File: config.mk
export PLATFORM = sky130hd
export DESIGN_NAME = ip_msx50bus_arbiter
export DESIGN_NICKNAME = d
export VERILOG_FILES = /design/src/rtl/ip_msx50bus_arbiter.sv
export SDC_FILE = /design/constraint.sdc
export NUM_CORES = 1
export LEC_CHECK = 0
export ABC_CLOCK_PERIOD_IN_PS = 1750
export CAP_MARGIN = 20
export CORE_MARGIN = 2
export CORE_UTILIZATION = 39
export CTS_CLUSTER_SIZE = 20
export DETAILED_ROUTE_END_ITERATION = 16
export HOLD_SLACK_MARGIN = 0.03
export PLACE_DENSITY = 0.77
export SLEW_MARGIN = 40
export SYNTH_ARGS = -nofsm -noshare
export SYNTH_HDL_FRONTEND = slang
export SYNTH_SLANG_ARGS = --single-unit
File: constraint.sdc
create_clock -name clk -period 1.75 [get_ports clk]
set_input_delay 0.175 -clock clk [delete_from_list [all_inputs] [get_ports clk]]
set_output_delay 0.175 -clock clk [all_outputs]
set_load 0.005 [all_outputs]
File: src/rtl/ip_msx50bus_arbiter.sv
// ip_msx50bus_arbiter
//   Takes one latched I/O or memory request from the MSX50BUS bridge, decodes
//   it to I/O window 0, I/O window 1 or memory, runs the target handshake and
//   returns a single bus_ack. Unmapped I/O ports and hung targets are
//   auto-completed so the bridge never stalls.
//
// Ports
//   clk, n_reset                       clock, async active-low reset
//   bus_address/io_req/memory_req      request from bridge (levels held to ack)
//   bus_wrt/bus_wdata                  direction and write data
//   bus_ack/bus_rdata/bus_rdata_en     completion pulse and read data to bridge
//   tgt_req/address/wrt/wdata          one-hot request and latched cycle info
//   tgt_ack/tgt_rdata/tgt_rdata_en     per-target responses (target n on [n])
//   timeout_flag                       pulse on forced completion
module ip_msx50bus_arbiter #(
   parameter logic [7:0]  IO0_BASE = 8'h10,
   parameter logic [7:0]  IO0_MASK = 8'hFE,
   parameter logic [7:0]  IO1_BASE = 8'h7C,
   parameter logic [7:0]  IO1_MASK = 8'hFE,
   parameter int unsigned TIMEOUT  = 255
) (
   input  logic        clk,
   input  logic        n_reset,
   input  logic [15:0] bus_address,
   input  logic        bus_io_req,
   input  logic        bus_memory_req,
   input  logic        bus_wrt,
   input  logic [7:0]  bus_wdata,
   output logic        bus_ack,
   output logic [7:0]  bus_rdata,
   output logic        bus_rdata_en,
   output logic [2:0]  tgt_req,
   output logic [15:0] tgt_address,
   output logic        tgt_wrt,
   output logic [7:0]  tgt_wdata,
   input  logic [2:0]  tgt_ack,
   input  logic [23:0] tgt_rdata,
   input  logic [2:0]  tgt_rdata_en,
   output logic        timeout_flag
);

   typedef enum logic [1:0] {S_IDLE, S_ACCESS, S_DONE} state_t;

   localparam logic [7:0] TMO_LAST = 8'(TIMEOUT - 1);

   state_t      state_q, state_d;
   logic [2:0]  tgt_req_q, tgt_req_d;
   logic [15:0] addr_q, addr_d;
   logic        wrt_q, wrt_d;
   logic [7:0]  wdata_q, wdata_d;
   logic [7:0]  cnt_q, cnt_d;
   logic        cap_q, cap_d;
   logic        bus_ack_q, bus_ack_d;
   logic [7:0]  bus_rdata_q, bus_rdata_d;
   logic        bus_rdata_en_q, bus_rdata_en_d;
   logic        tmo_flag_q, tmo_flag_d;

   logic [2:0]  sel_new;
   logic        ack_hit, rd_hit;
   logic [7:0]  rd_byte;

   // Decode of the incoming request; I/O wins when both request levels are up.
   // An all-zero select means an unmapped I/O port.
   always_comb begin
      sel_new = 3'b000;
      if (bus_io_req) begin
         if ((bus_address[7:0] & IO0_MASK) == (IO0_BASE & IO0_MASK))
            sel_new = 3'b001;
         else if ((bus_address[7:0] & IO1_MASK) == (IO1_BASE & IO1_MASK))
            sel_new = 3'b010;
      end else begin
         sel_new = 3'b100;
      end
   end

   // tgt_req_q is one-hot while in ACCESS, so it doubles as the target select
   // and masks out responses from the other targets.
   always_comb begin
      rd_byte = 8'h00;
      if (tgt_req_q[0]) rd_byte = tgt_rdata[7:0];
      if (tgt_req_q[1]) rd_byte = tgt_rdata[15:8];
      if (tgt_req_q[2]) rd_byte = tgt_rdata[23:16];
   end

   assign ack_hit = |(tgt_ack & tgt_req_q);
   assign rd_hit  = ~wrt_q & (|(tgt_rdata_en & tgt_req_q));

   always_comb begin
      state_d        = state_q;
      tgt_req_d      = tgt_req_q;
      addr_d         = addr_q;
      wrt_d          = wrt_q;
      wdata_d        = wdata_q;
      cnt_d          = cnt_q;
      cap_d          = cap_q;
      bus_rdata_d    = bus_rdata_q;
      bus_ack_d      = 1'b0;
      bus_rdata_en_d = 1'b0;
      tmo_flag_d     = 1'b0;
      case (state_q)
         S_IDLE: begin
            if (bus_io_req | bus_memory_req) begin
               addr_d  = bus_address;
               wrt_d   = bus_wrt;
               wdata_d = bus_wdata;
               cnt_d   = 8'h00;
               cap_d   = 1'b0;
               if (sel_new != 3'b000) begin
                  tgt_req_d = sel_new;
                  state_d   = S_ACCESS;
               end else begin
                  // Unmapped port: complete next cycle with no read data.
                  state_d   = S_DONE;
                  bus_ack_d = 1'b1;
               end
            end
         end
         S_ACCESS: begin
            if (rd_hit) begin
               bus_rdata_d = rd_byte;
               cap_d       = 1'b1;
            end
            // An ack on the expiry cycle still counts as a normal completion.
            if (ack_hit) begin
               tgt_req_d      = 3'b000;
               state_d        = S_DONE;
               bus_ack_d      = 1'b1;
               bus_rdata_en_d = cap_q | rd_hit;
            end else if (cnt_q == TMO_LAST) begin
               tgt_req_d  = 3'b000;
               state_d    = S_DONE;
               bus_ack_d  = 1'b1;
               tmo_flag_d = 1'b1;
            end else begin
               cnt_d = cnt_q + 8'h01;
            end
         end
         S_DONE: begin
            // Pulses were registered on entry; the bridge drops its request now.
            state_d = S_IDLE;
         end
         default: state_d = S_IDLE;
      endcase
   end

   always_ff @(posedge clk or negedge n_reset) begin
      if (!n_reset) begin
         state_q        <= S_IDLE;
         tgt_req_q      <= 3'b000;
         addr_q         <= 16'h0000;
         wrt_q          <= 1'b0;
         wdata_q        <= 8'h00;
         cnt_q          <= 8'h00;
         cap_q          <= 1'b0;
         bus_ack_q      <= 1'b0;
         bus_rdata_q    <= 8'h00;
         bus_rdata_en_q <= 1'b0;
         tmo_flag_q     <= 1'b0;
      end else begin
         state_q        <= state_d;
         tgt_req_q      <= tgt_req_d;
         addr_q         <= addr_d;
         wrt_q          <= wrt_d;
         wdata_q        <= wdata_d;
         cnt_q          <= cnt_d;
         cap_q          <= cap_d;
         bus_ack_q      <= bus_ack_d;
         bus_rdata_q    <= bus_rdata_d;
         bus_rdata_en_q <= bus_rdata_en_d;
         tmo_flag_q     <= tmo_flag_d;
      end
   end

   assign bus_ack      = bus_ack_q;
   assign bus_rdata    = bus_rdata_q;
   assign bus_rdata_en = bus_rdata_en_q;
   assign tgt_req      = tgt_req_q;
   assign tgt_address  = addr_q;
   assign tgt_wrt      = wrt_q;
   assign tgt_wdata    = wdata_q;
   assign timeout_flag = tmo_flag_q;

endmodule

==> qor.csv <==
stage;metric;value;unit
run_status;status;finished, final reports clean;
power_and_ir_drop;ir_worst_vdd;1160;uV
global_route;grt_max_degree;26;
sta;drv_slew;0;
floorplan;die_w;81.9;um
sta;holdWs;0.154;ns
setup_path;slowest_delay;0.42;ns
sta;clock-skew-final;0.00364;ns
synth;yosys_most_used_dff;dfrtp_1;
sta;rsz0062_at_grt;yes;
sta;min_period_over_period;97.7;%
placement;hpwlAfterDp;4840;um
floorplan;die_area;6710;um^2
synth;syn-cell-area;2370;um^2
global_route;grt_pass1_vias;2331;
placement;place_inst;440;
routing;dr_total_vias;2286;
clock_network;clk_latency;0.30;ns
clock_network;cts.clk_slew.worst_paths;0.09;ns
routing;first_pass_iters;4;
synth;ys_seq_elements;50;
power_and_ir_drop;powerDensity;1320;nW/um^2
routing;route.detailed.wl_per_inst;14.3;um
synth;synth.avg_cell_area;9.47;um^2
routing;via_per_inst;5.01;
clock_network;numCtsBuffers;5;
synth;yosysWarnings;0;
floorplan;ios;98;
sta;min_period;1.71;ns
setup_path;worstPathCellList;a222oi_1, buf_4, o21ai_4, a2111oi_4, mux2i_1;
setup_path;cp.arrival;1.93;ns
synth;async_flop_share;100;%
setup_path;critPathRequiredTime;1.97;ns
clock_network;h-tree-depth;2;
sta;slew_headroom;60.3;%
setup_path;criticalPathCategory;flop to flop;
routing;drc;0;
job;maxCapViolations;0;
sta;hold_viol;0;
setup_path;crit_slowest_cell;dfrtp_1;
setup_path;cp-end-kind;flop;
clock_network;cts.path.max_buffers;2;
synth;syn-instance-count;250;
synth;syn_nets;311;
synth;synthDistinctLibCells;40;
setup_path;cp-start-kind;flop;
synth;synth.area.top_cells;dfrtp_1 (53%), nand2_1 (15%), mux2_2 (3.8%);
floorplan;core;5890;um^2
power_and_ir_drop;p_leak;1.73;nW
global_route;grt_first_pass_wirelength;10600;um
synth;synth_seq_area_share;52.8;%
cells_and_area;layout.nets;441;
clock_network;cts_tree;yes;
cells_and_area;fill_cells;469;
placement;portBuffers;97;
synth;synth_edf_count;0;
synth;yosysTopAreaCell;dfrtp_1;
cells_and_area;diodes;0;
routing;wl;6540;um
floorplan;core.rowCount;28;
routing;final_antenna_net_count;0;
setup_path;cp-startpoint;tgt_req[0];
cells_and_area;final_cells;456;
sta;tightest_slew;0.596;ns
clock_network;cts.sinks;50;
sta;max_freq;585;MHz
clock_network;root_buffer;clkbuf_8;
global_route;grt_overflow;0;
placement;place_congestion;0.826;
setup_path;regToRegStartpoint;tgt_req[0];
cells_and_area;final_core_util;65.9;%
placement;dpl-instance-area;3600;um^2
floorplan;fp.dieH;81.9;um
setup_path;path_max_fanout;5;
cells_and_area;design_area;3880;um^2
worst_hold_path;min_from;bus_address[6];
global_route;antenna_found_initial;0;
cells_and_area;area_growth;63.8;%
global_route;grt_use_total;20.6;%
worst_hold_path;min_path_type;input pin to flop;
floorplan;initial_core_util;40.2;%
synth;yosysTopAreaCellShare;52.8;%
routing;first_iter_violations;98;
cells_and_area;layout-drive-gt1-share;19.4;%
sta;finalSetupViolCount;0;
registers in the layout, indices dropped and copies added (netlist names):
register and count:
bus_ack 1, bus_rdata 8, bus_rdata_en 1, cap_q 1, cnt_q 8, state_q 2, tgt_address 16, tgt_req 3
tgt_wdata 8, tgt_wrt 1, timeout_flag 1
metal layers:
metal | track usage, % | wire length, um
met5 | 0 | 0
met4 | 7.00 | 136
met3 | 4.51 | 344
met2 | 34.9 | 3310
met1 | 26.1 | 2750
path summary, 6_finish.rpt:
path / end / slack, ns / cells past startpoint
max in group asynchronous: tgt_wdata[5] / 0.75 / 3
setup reg to reg: cnt_q[3] / 0.04 / 5
hold / removal: tgt_address[6] / 0.15 / 3
hold reg to reg: tgt_wdata[5] / 0.48 / 2
setup / recovery: cnt_q[3] / 0.04 / 5
min in group asynchronous: tgt_address[3] / 0.40 / 2
layout make-up:
type                    count  area, um^2  share of cell area [%]
clock inverters             2        37.5                   0.968
inverters                   5        18.8                   0.484
flip-flops and latches     50        1250                    32.3
well taps                  75        93.8                    2.42
multi-input cells         183        1140                    29.5
clock buffers               6        72.6                    1.87
repair buffers            135        1260                    32.5
where the power goes:
part / internal (W) / switching [W] / leakage [nW] / total (W)
logic: 0.00136 / 0.00113 / 1.04 / 0.00249
registers: 0.00157 / 0.000252 / 0.640 / 0.00182
clock network: 0.000427 / 0.000376 / 0.0514 / 0.000802
cell usage after synthesis, types with 3 or more instances:
library cell	count
nand2_1	92
mux2_2	8
o21ai_0	11
inv_1	5
nand4_1	3
mux2i_1	8
nor2_1	5
nand3_1	4
clkbuf_1	10
a211oi_1	3
dfrtp_1	50
nand2b_1	6
a22oi_1	6
stage by stage:
stage | worst slack, ns | total power, W | setup TNS, ns
detailed placement | -0.281 | 0.00419 | -2.54
global placement | -0.250 | 0.00413 | -1.79
CTS | 0.0000708 | 0.00511 | 0
global route | -0.0656 | 0.00548 | -0.261
finish | 0.0406 | 0.00511 | 0
floorplan | -0.107 | 0.00286 | -0.319
placed cells by master (no fill, tap or decap), types with 2 or more instances in the layout:
| master | n |
|---|---|
| clkdlybuf4s50_1 | 95 |
| nand2_1 | 92 |
| dfrtp_1 | 48 |
| buf_4 | 36 |
| o21ai_0 | 9 |
| mux2i_1 | 8 |
| mux2_2 | 8 |
| nand2b_1 | 6 |
| a22oi_1 | 6 |
| nor2_1 | 5 |
| clkbuf_8 | 5 |
| inv_1 | 4 |
| nand4_1 | 3 |
| nor3b_1 | 2 |
| nor2b_1 | 2 |
| nand3_2 | 2 |
| a222oi_1 | 2 |
| a32o_1 | 2 |
| nor3_1 | 2 |
| a21oi_2 | 2 |
| a2111oi_4 | 2 |
| nand3_1 | 2 |
| a211oi_2 | 2 |
| o211ai_1 | 2 |
| a21o_1 | 2 |
| and2_1 | 2 |
| a31oi_1 | 2 |
| dfrtp_2 | 2 |
cell families after synthesis:
| logic type | synth area share (%) |
|---|---|
| and+or+nand+nor | 23.0 |
| DFF | 52.8 |
| AOI/OAI and AO/OA | 12.4 |
| buffers and inverters | 3.06 |
| muxes | 7.66 |
| adders and majority gates | 1.06 |
worst max-delay path, delay by kind of cell, from the launching register on:
kind                   cells  cell delay [ns]
AOI/OAI and AO/OA          3             0.79
DFF                        1             0.42
muxes                      1             0.22
buffers and inverters      1             0.20
what timing repair did:
item	CTS	global route
resized for setup	9	13
buffers inserted	6	1
hold buffers	1	0
endpoints found under the setup margin	7	19
hold endpoints to repair	23	0
pin swaps	3	4
Power figures use the tool's default switching activity.
